===== src/rtl/instr_ptr_fetch.sv =====
// Program counter and fetch-latency tracker feeding the instruction memory address.
// Optional bounds checking (HALT state, sticky ptr_err) is built when INSTR_PTR_BOUNDS_CHECK_EN is defined.
module instr_ptr_fetch #(
    parameter int INSTR_ADDR_WIDTH = 16,
    parameter int MEM_READ_LATENCY = 2
) (
    input  logic                        clk,
    input  logic                        reset,
    input  logic                        instr_ptr_en,
    input  logic [1:0]                  instr_ptr_load_en,
    input  logic [INSTR_ADDR_WIDTH-1:0] jump_addr,
    input  logic                        alu_cond,
    input  logic [INSTR_ADDR_WIDTH-1:0] max_addr,
    output logic [INSTR_ADDR_WIDTH-1:0] instr_ptr,
    output logic                        instr_valid,
    output logic                        ptr_err
);

    localparam logic [2:0] LAT_M1 = 3'(MEM_READ_LATENCY - 1);

`ifdef INSTR_PTR_BOUNDS_CHECK_EN
    typedef enum logic [1:0] {FETCH_WAIT, READY, HALT} state_t;
`else
    typedef enum logic [1:0] {FETCH_WAIT, READY} state_t;
`endif

    state_t                        r_state;
    logic [2:0]                    r_cnt;
    logic [INSTR_ADDR_WIDTH-1:0]   r_ptr;
    logic                          r_valid;
    logic [INSTR_ADDR_WIDTH-1:0]   w_ptr_inc;
    logic [INSTR_ADDR_WIDTH-1:0]   w_next;

    assign w_ptr_inc = r_ptr + 1'b1;

    // Modes 0 and 3 both increment; mode 2 jumps only when the ALU condition holds.
    always_comb begin
        w_next = w_ptr_inc;
        case (instr_ptr_load_en)
            2'd1:    w_next = jump_addr;
            2'd2:    if (alu_cond) w_next = jump_addr;
            default: w_next = w_ptr_inc;
        endcase
    end

`ifdef INSTR_PTR_BOUNDS_CHECK_EN
    logic r_err;
    assign ptr_err = r_err;
`else
    logic w_unused_max;
    assign w_unused_max = ^max_addr;
    assign ptr_err      = 1'b0;
`endif

    always_ff @(posedge clk) begin
        if (!reset) begin
            r_state <= FETCH_WAIT;
            r_cnt   <= LAT_M1;
            r_ptr   <= '0;
            r_valid <= 1'b0;
`ifdef INSTR_PTR_BOUNDS_CHECK_EN
            r_err   <= 1'b0;
`endif
        end else begin
            case (r_state)
                READY: begin
                    if (instr_ptr_en) begin
`ifdef INSTR_PTR_BOUNDS_CHECK_EN
                        if (w_next > max_addr) begin
                            r_err   <= 1'b1;
                            r_state <= HALT;
                            r_valid <= 1'b0;
                        end else begin
                            r_ptr   <= w_next;
                            r_state <= FETCH_WAIT;
                            r_cnt   <= LAT_M1;
                            r_valid <= 1'b0;
                        end
`else
                        r_ptr   <= w_next;
                        r_state <= FETCH_WAIT;
                        r_cnt   <= LAT_M1;
                        r_valid <= 1'b0;
`endif
                    end
                end
                FETCH_WAIT: begin
                    // Strobes are dropped here; the control FSM waits for instr_valid.
                    if (r_cnt == 3'd0) begin
                        r_state <= READY;
                        r_valid <= 1'b1;
                    end else begin
                        r_cnt <= r_cnt - 3'd1;
                    end
                end
`ifdef INSTR_PTR_BOUNDS_CHECK_EN
                HALT: begin
                    r_valid <= 1'b0;
                end
`endif
                default: begin
                    r_state <= FETCH_WAIT;
                    r_cnt   <= LAT_M1;
                    r_valid <= 1'b0;
                end
            endcase
        end
    end

    assign instr_ptr   = r_ptr;
    assign instr_valid = r_valid;

endmodule


===== config.mk =====
export PLATFORM = sky130hd
export DESIGN_NAME = instr_ptr_fetch
export DESIGN_NICKNAME = d
export VERILOG_FILES = /design/src/rtl/instr_ptr_fetch.sv
export SDC_FILE = /design/constraint.sdc
export NUM_CORES = 1
export LEC_CHECK = 0
export BUFFER_PORTS_ARGS = -buffer_cell sky130_fd_sc_hd__buf_2
export CORE_ASPECT_RATIO = 2
export CORE_MARGIN = 8
export CORE_UTILIZATION = 44
export DETAILED_ROUTE_END_ITERATION = 12
export PLACE_DENSITY = 0.76
export SLEW_MARGIN = 0
export SYNTH_ARGS = -nofsm -noshare
export SYNTH_HDL_FRONTEND = slang
export SYNTH_SLANG_ARGS = --single-unit

===== constraint.sdc =====
create_clock -name clk -period 1.7 [get_ports clk]
set_clock_uncertainty 0.1 [all_clocks]
set_input_delay 0.085 -clock clk [delete_from_list [all_inputs] [get_ports clk]]
set_output_delay 0.085 -clock clk [all_outputs]
set_load 0.01 [all_outputs]

Word-level counts from Yosys, hierarchy flattened:

Index checks and enable logic that the tools add are counted.

* bits in registers: 22
* word-level logic and storage cells: 28
* input bits: 38
* output and inout port bits: 18

* add/subtract/negate cells: 2
* reductions and logical operators: 5
* muxes and demuxes: 11
* equal/unequal tests: 6

Operator list (count)
* one-hot mux 16 bit (2 select lines): 1
* adder 16 x 1 -> 16 bit, second input constant: 1
* 2-to-1 mux 16 bit: 1
* 2-to-1 mux 3 bit: 2
* inequality test 2 bit, second input constant: 3
* one-hot mux 3 bit (2 select lines): 1
* AND reduction 2 bit: 3
* == test 2 x 1 -> 1 bit, second input constant: 2
* 2-to-1 mux 2 bit: 2
* one-hot mux 2 bit (2 select lines): 1
* logical NOT 3 bit: 1
* subtractor 3 x 1 -> 3 bit, second input constant: 1
* == test 2 bit, second input constant: 1
* logical NOT 2 bit: 1
* 2-to-1 mux 1 bit: 2
* one-hot mux 1 bit (2 select lines): 1

Logic depth before layout (Yosys ltp):

* depth after elaboration: 3
* gate-level depth with buffers: 8
* gate-level depth less buffers: 6

Worst setup path before layout:

OpenSTA, ideal clock, no wires.

* kind: register to register
* start: reg r_ptr[1], in the netlist instr_ptr[1]
* end: reg r_ptr[14], in the netlist instr_ptr[14]
* clock period less this slack: 1.665 ns
* data arrival time: 1.490 ns
* library setup time: 0.074 ns
* stages on the path, launching flop included: 7
* setup slack: 0.035 ns
* path through: dfxtp_1 ha_1 and4_1 buf_4 nand4_1 or3_1 a31oi_1

* word-level cells in the longest chain between the ends: 3

RTL lines
* from (decl): line 29 `logic [INSTR_ADDR_WIDTH-1:0] r_ptr;`
* from (signal assigned): line 80 `r_ptr <= w_next;`
* adder 16 x 1 -> 16 bit (*): line 34 `assign w_ptr_inc = r_ptr + 1'b1;`
* 2-to-1 mux 16 bit: line 41 `2'd2: if (alu_cond) w_next = jump_addr;`
* one-hot mux 16 bit (2 select lines) (*): line 39 `case (instr_ptr_load_en)`

Mark *: on every way between the ends. The rest lies on a longest branch, timed or not.
A chain may end at the register's enable or synchronous reset.

Final worst setup path:

* start: reg r_ptr[0], in the netlist instr_ptr[0]
* end: reg r_ptr[14], in the netlist instr_ptr[14]

The elaborated chain is that of the path after synthesis.

==> impl_metrics.yaml <==
yosys:
  yosysTopAreaCellShare_pct: 28.3
  syn_nets: 221
  synth_area_leader_cell: "dfxtp_1"
  synthCells: 178
  synth_edf_count: 0
  synth_most_common_cell: "dfxtp_1"
  synth_cell_types: 55
  yosysWarnings: 0
  seq_area_frac_synth_pct: 28.3
  yosys-top-cells-count: "dfxtp_1, a21oi_1, inv_1, nand3_1"
  synthesis.area_sq_mm: 0.00141
  ys_ff_latch: 20
  ys.flop_type: "dfxtp_1"
  postSynth.asyncResetShare_pct: 0
  syn_area_per_cell_sq_um: 7.94
  synthTopCellsByArea: "dfxtp_1, ha_1, a21oi_1"
power_and_ir_drop:
  clkPwrFrac_pct: 25.6
  swShare_pct: 33.2
  power_density_mw_per_mm2: 805
  p_leak_nw: 0.768
  p_comb_share_pct: 35.3
  p_seq_share_pct: 39.1
  p_sw_mw: 0.477
  vdd_ir_drop_max_v: 0.000883
  intPower_mw: 0.959
  power.total_mw: 1.44
worst_setup_path:
  worstPathArrival_ns: 1.68
  rrSetupSlack_ns: 0.11
  r2r-end: "instr_ptr[14]$_SDFFE_PN0P_"
  crit_start: "instr_ptr[0]$_SDFFE_PN0P_"
  cp.required_ns: 1.79
  startpoint_type: "register"
  critPathCaptureType: "register"
  worst-path-max-fanout: 6
  cp-endpoint: "instr_ptr[14]$_SDFFE_PN0P_"
  crit_type: "register to register"
  reg2regPathDepth: 5
  r2r_start: "instr_ptr[0]$_SDFFE_PN0P_"
floorplan:
  core_area_sq_mm: 0.00312
  die_h_um: 96.1
  num_rows: 29
  start_util_pct: 45.3
  die-area_sq_mm: 0.00539
  die_x_um: 56.1
  ios: 56
detailed_routing:
  drtAntennaViolNets: 0
  dr.pass1.iters: 4
  drt_iter0_markers: 26
  wire_per_inst_um: 16.4
  viasPerCell: 6.00
  drc: 0
  vias: 1560
  wl_um: 4280
sta:
  fin_crit_sh_pct: 93.5
  layout_min_cycle_time_ns: 1.59
  fin_ws_ns: 0.111
  timing.hold.ws_ns: -0.00542
  setup_viol_count_final: 0
  max_freq_mhz: 629
  rsz0062_at_grt: "false"
  hold_viol: 1
  slew_viol_final: 0
  setup_tns_ns: 0
global_route:
  antenna_found_initial: 0
  grt_overflow: 0
  grt_max_degree: 18
  grt_pass1_vias: 1660
  grtUsageTotal_pct: 15.4
  grt_pass1_wl_um: 7000
placement:
  dp_cells: 252
  place_ws_ns: 0.0208
  dpl_cell_area_sq_mm: 0.00169
  place_congestion: 0.850
  place_hpwl_um: 3230
  placement.io_buffers: 38
status:
  violations: "negative hold slack"
  status: "finished with violations"
final_layout:
  area_growth_syn_to_layout_pct: 26.2
  layout-drive-gt1-share_pct: 31.4
  n_antenna_cell: 0
  postLayoutCellArea_sq_mm: 0.00178
  post-route-util_pct: 57.1
  nets: 273
  instances_no_fill: 260
clocking:
  cts_root_buffer: "clkbuf_8"
  cts_setup_buffers: 0
  clk_latency_ns: 0.26
  cts_buffer_depth: 2
  cts_sinks: 20
  cts_tree: "built"
  clkTransAtPathRegs_ns: 0.08
  numCtsBuffers: 3
  htree_levels: 1
job:
  cap_violations: 0
min_path:
  hold_path_class: "primary input to register"
-- layout make-up --
| type | instances | area (sq um) |
|---|---|---|
| repair buffers | 59 | 358 |
| inverters | 12 | 45.0 |
| well taps | 31 | 38.8 |
| clock buffers | 4 | 55.1 |
| fillers | 307 | 1340 |
| flip-flops and latches | 20 | 400 |
| multi-input cells | 134 | 886 |
-- layout by cell type, fill, tap and decap left out, types with 3 or more instances in the layout --
cell type / instances
o211ai_1: 3
o32ai_1: 3
and3_1: 3
o21ai_0: 10
nand2b_1: 3
and2_1: 4
a31oi_1: 6
nand3_1: 12
nand2_1: 10
nand4_1: 4
nor3b_1: 4
inv_1: 12
or3_1: 3
dlygate4sd3_1: 4
nor2_1: 8
buf_2: 38
ha_1: 5
dfxtp_1: 20
buf_4: 17
a21oi_1: 12
clkbuf_8: 4
-- worst min path at each step --
stage,end,cells past startpoint,start
2_1_floorplan,instr_ptr[4]$_SDFFE_PN0P_,2,jump_addr[4]
3_3_place_gp,instr_ptr[4]$_SDFFE_PN0P_,3,jump_addr[4]
3_5_place_dp,instr_ptr[4]$_SDFFE_PN0P_,3,jump_addr[4]
4_1_cts,instr_ptr[7]$_SDFFE_PN0P_,3,jump_addr[7]
5_1_grt,instr_ptr[7]$_SDFFE_PN0P_,3,jump_addr[7]
6_report,instr_ptr[7]$_SDFFE_PN0P_,3,jump_addr[7]
-- critical path: stages (launching register included) --
cell and delay [ns]:
dfxtp_1 0.33, ha_1 0.17, and4_4 0.29, nand4_1 0.10
or3_1 0.36, a31oi_1 0.16
-- flip-flops by register name (all words and copies together) (netlist names) --
register,count
instr_ptr,16
instr_valid,1
r_cnt,3
-- cell families (layout without fill, tap and decap cells) --
| group | Yosys count | in the layout | share of synthesized area (%) |
|---|---|---|---|
| AND/OR/NAND/NOR | 68 | 68 | 28.2 |
| AO/OA/AOI/OAI | 56 | 56 | 26.8 |
| buffers and inverters | 24 | 75 | 9.12 |
| flip-flops | 20 | 20 | 28.3 |
| adder cells (fa/ha/maj) | 5 | 5 | 4.43 |
| multiplexers | 3 | 3 | 2.21 |
| other | 1 | 1 | 0.265 |
| XOR/XNOR | 1 | 1 | 0.620 |
-- power by group through the flow --
stage | Combinational (mW) | Clock [mW] | Sequential, mW
finish | 0.507 | 0.368 | 0.561
global route | 0.566 | 0.392 | 0.569
CTS | 0.507 | 0.375 | 0.561
detailed placement | 0.497 | 0 | 0.572
global placement | 0.494 | 0 | 0.569
floorplan | 0.332 | 0 | 0.579
-- metal layers --
metal | track usage [%] | routed length (um)
met1 | 13.1 | 1520
met2 | 29.4 | 2390
met3 | 3.57 | 240
met4 | 12.7 | 127
met5 | 0 | 0
-- timing repair --
item                                    CTS  global route
hold endpoints to repair                  4             0
gates resized for setup                   1             1
cloned                                    0             0
endpoints found under the setup margin    2             2
pin swaps                                 0             0
hold buffers                              4             0
(Power assumes the default switching activity.)
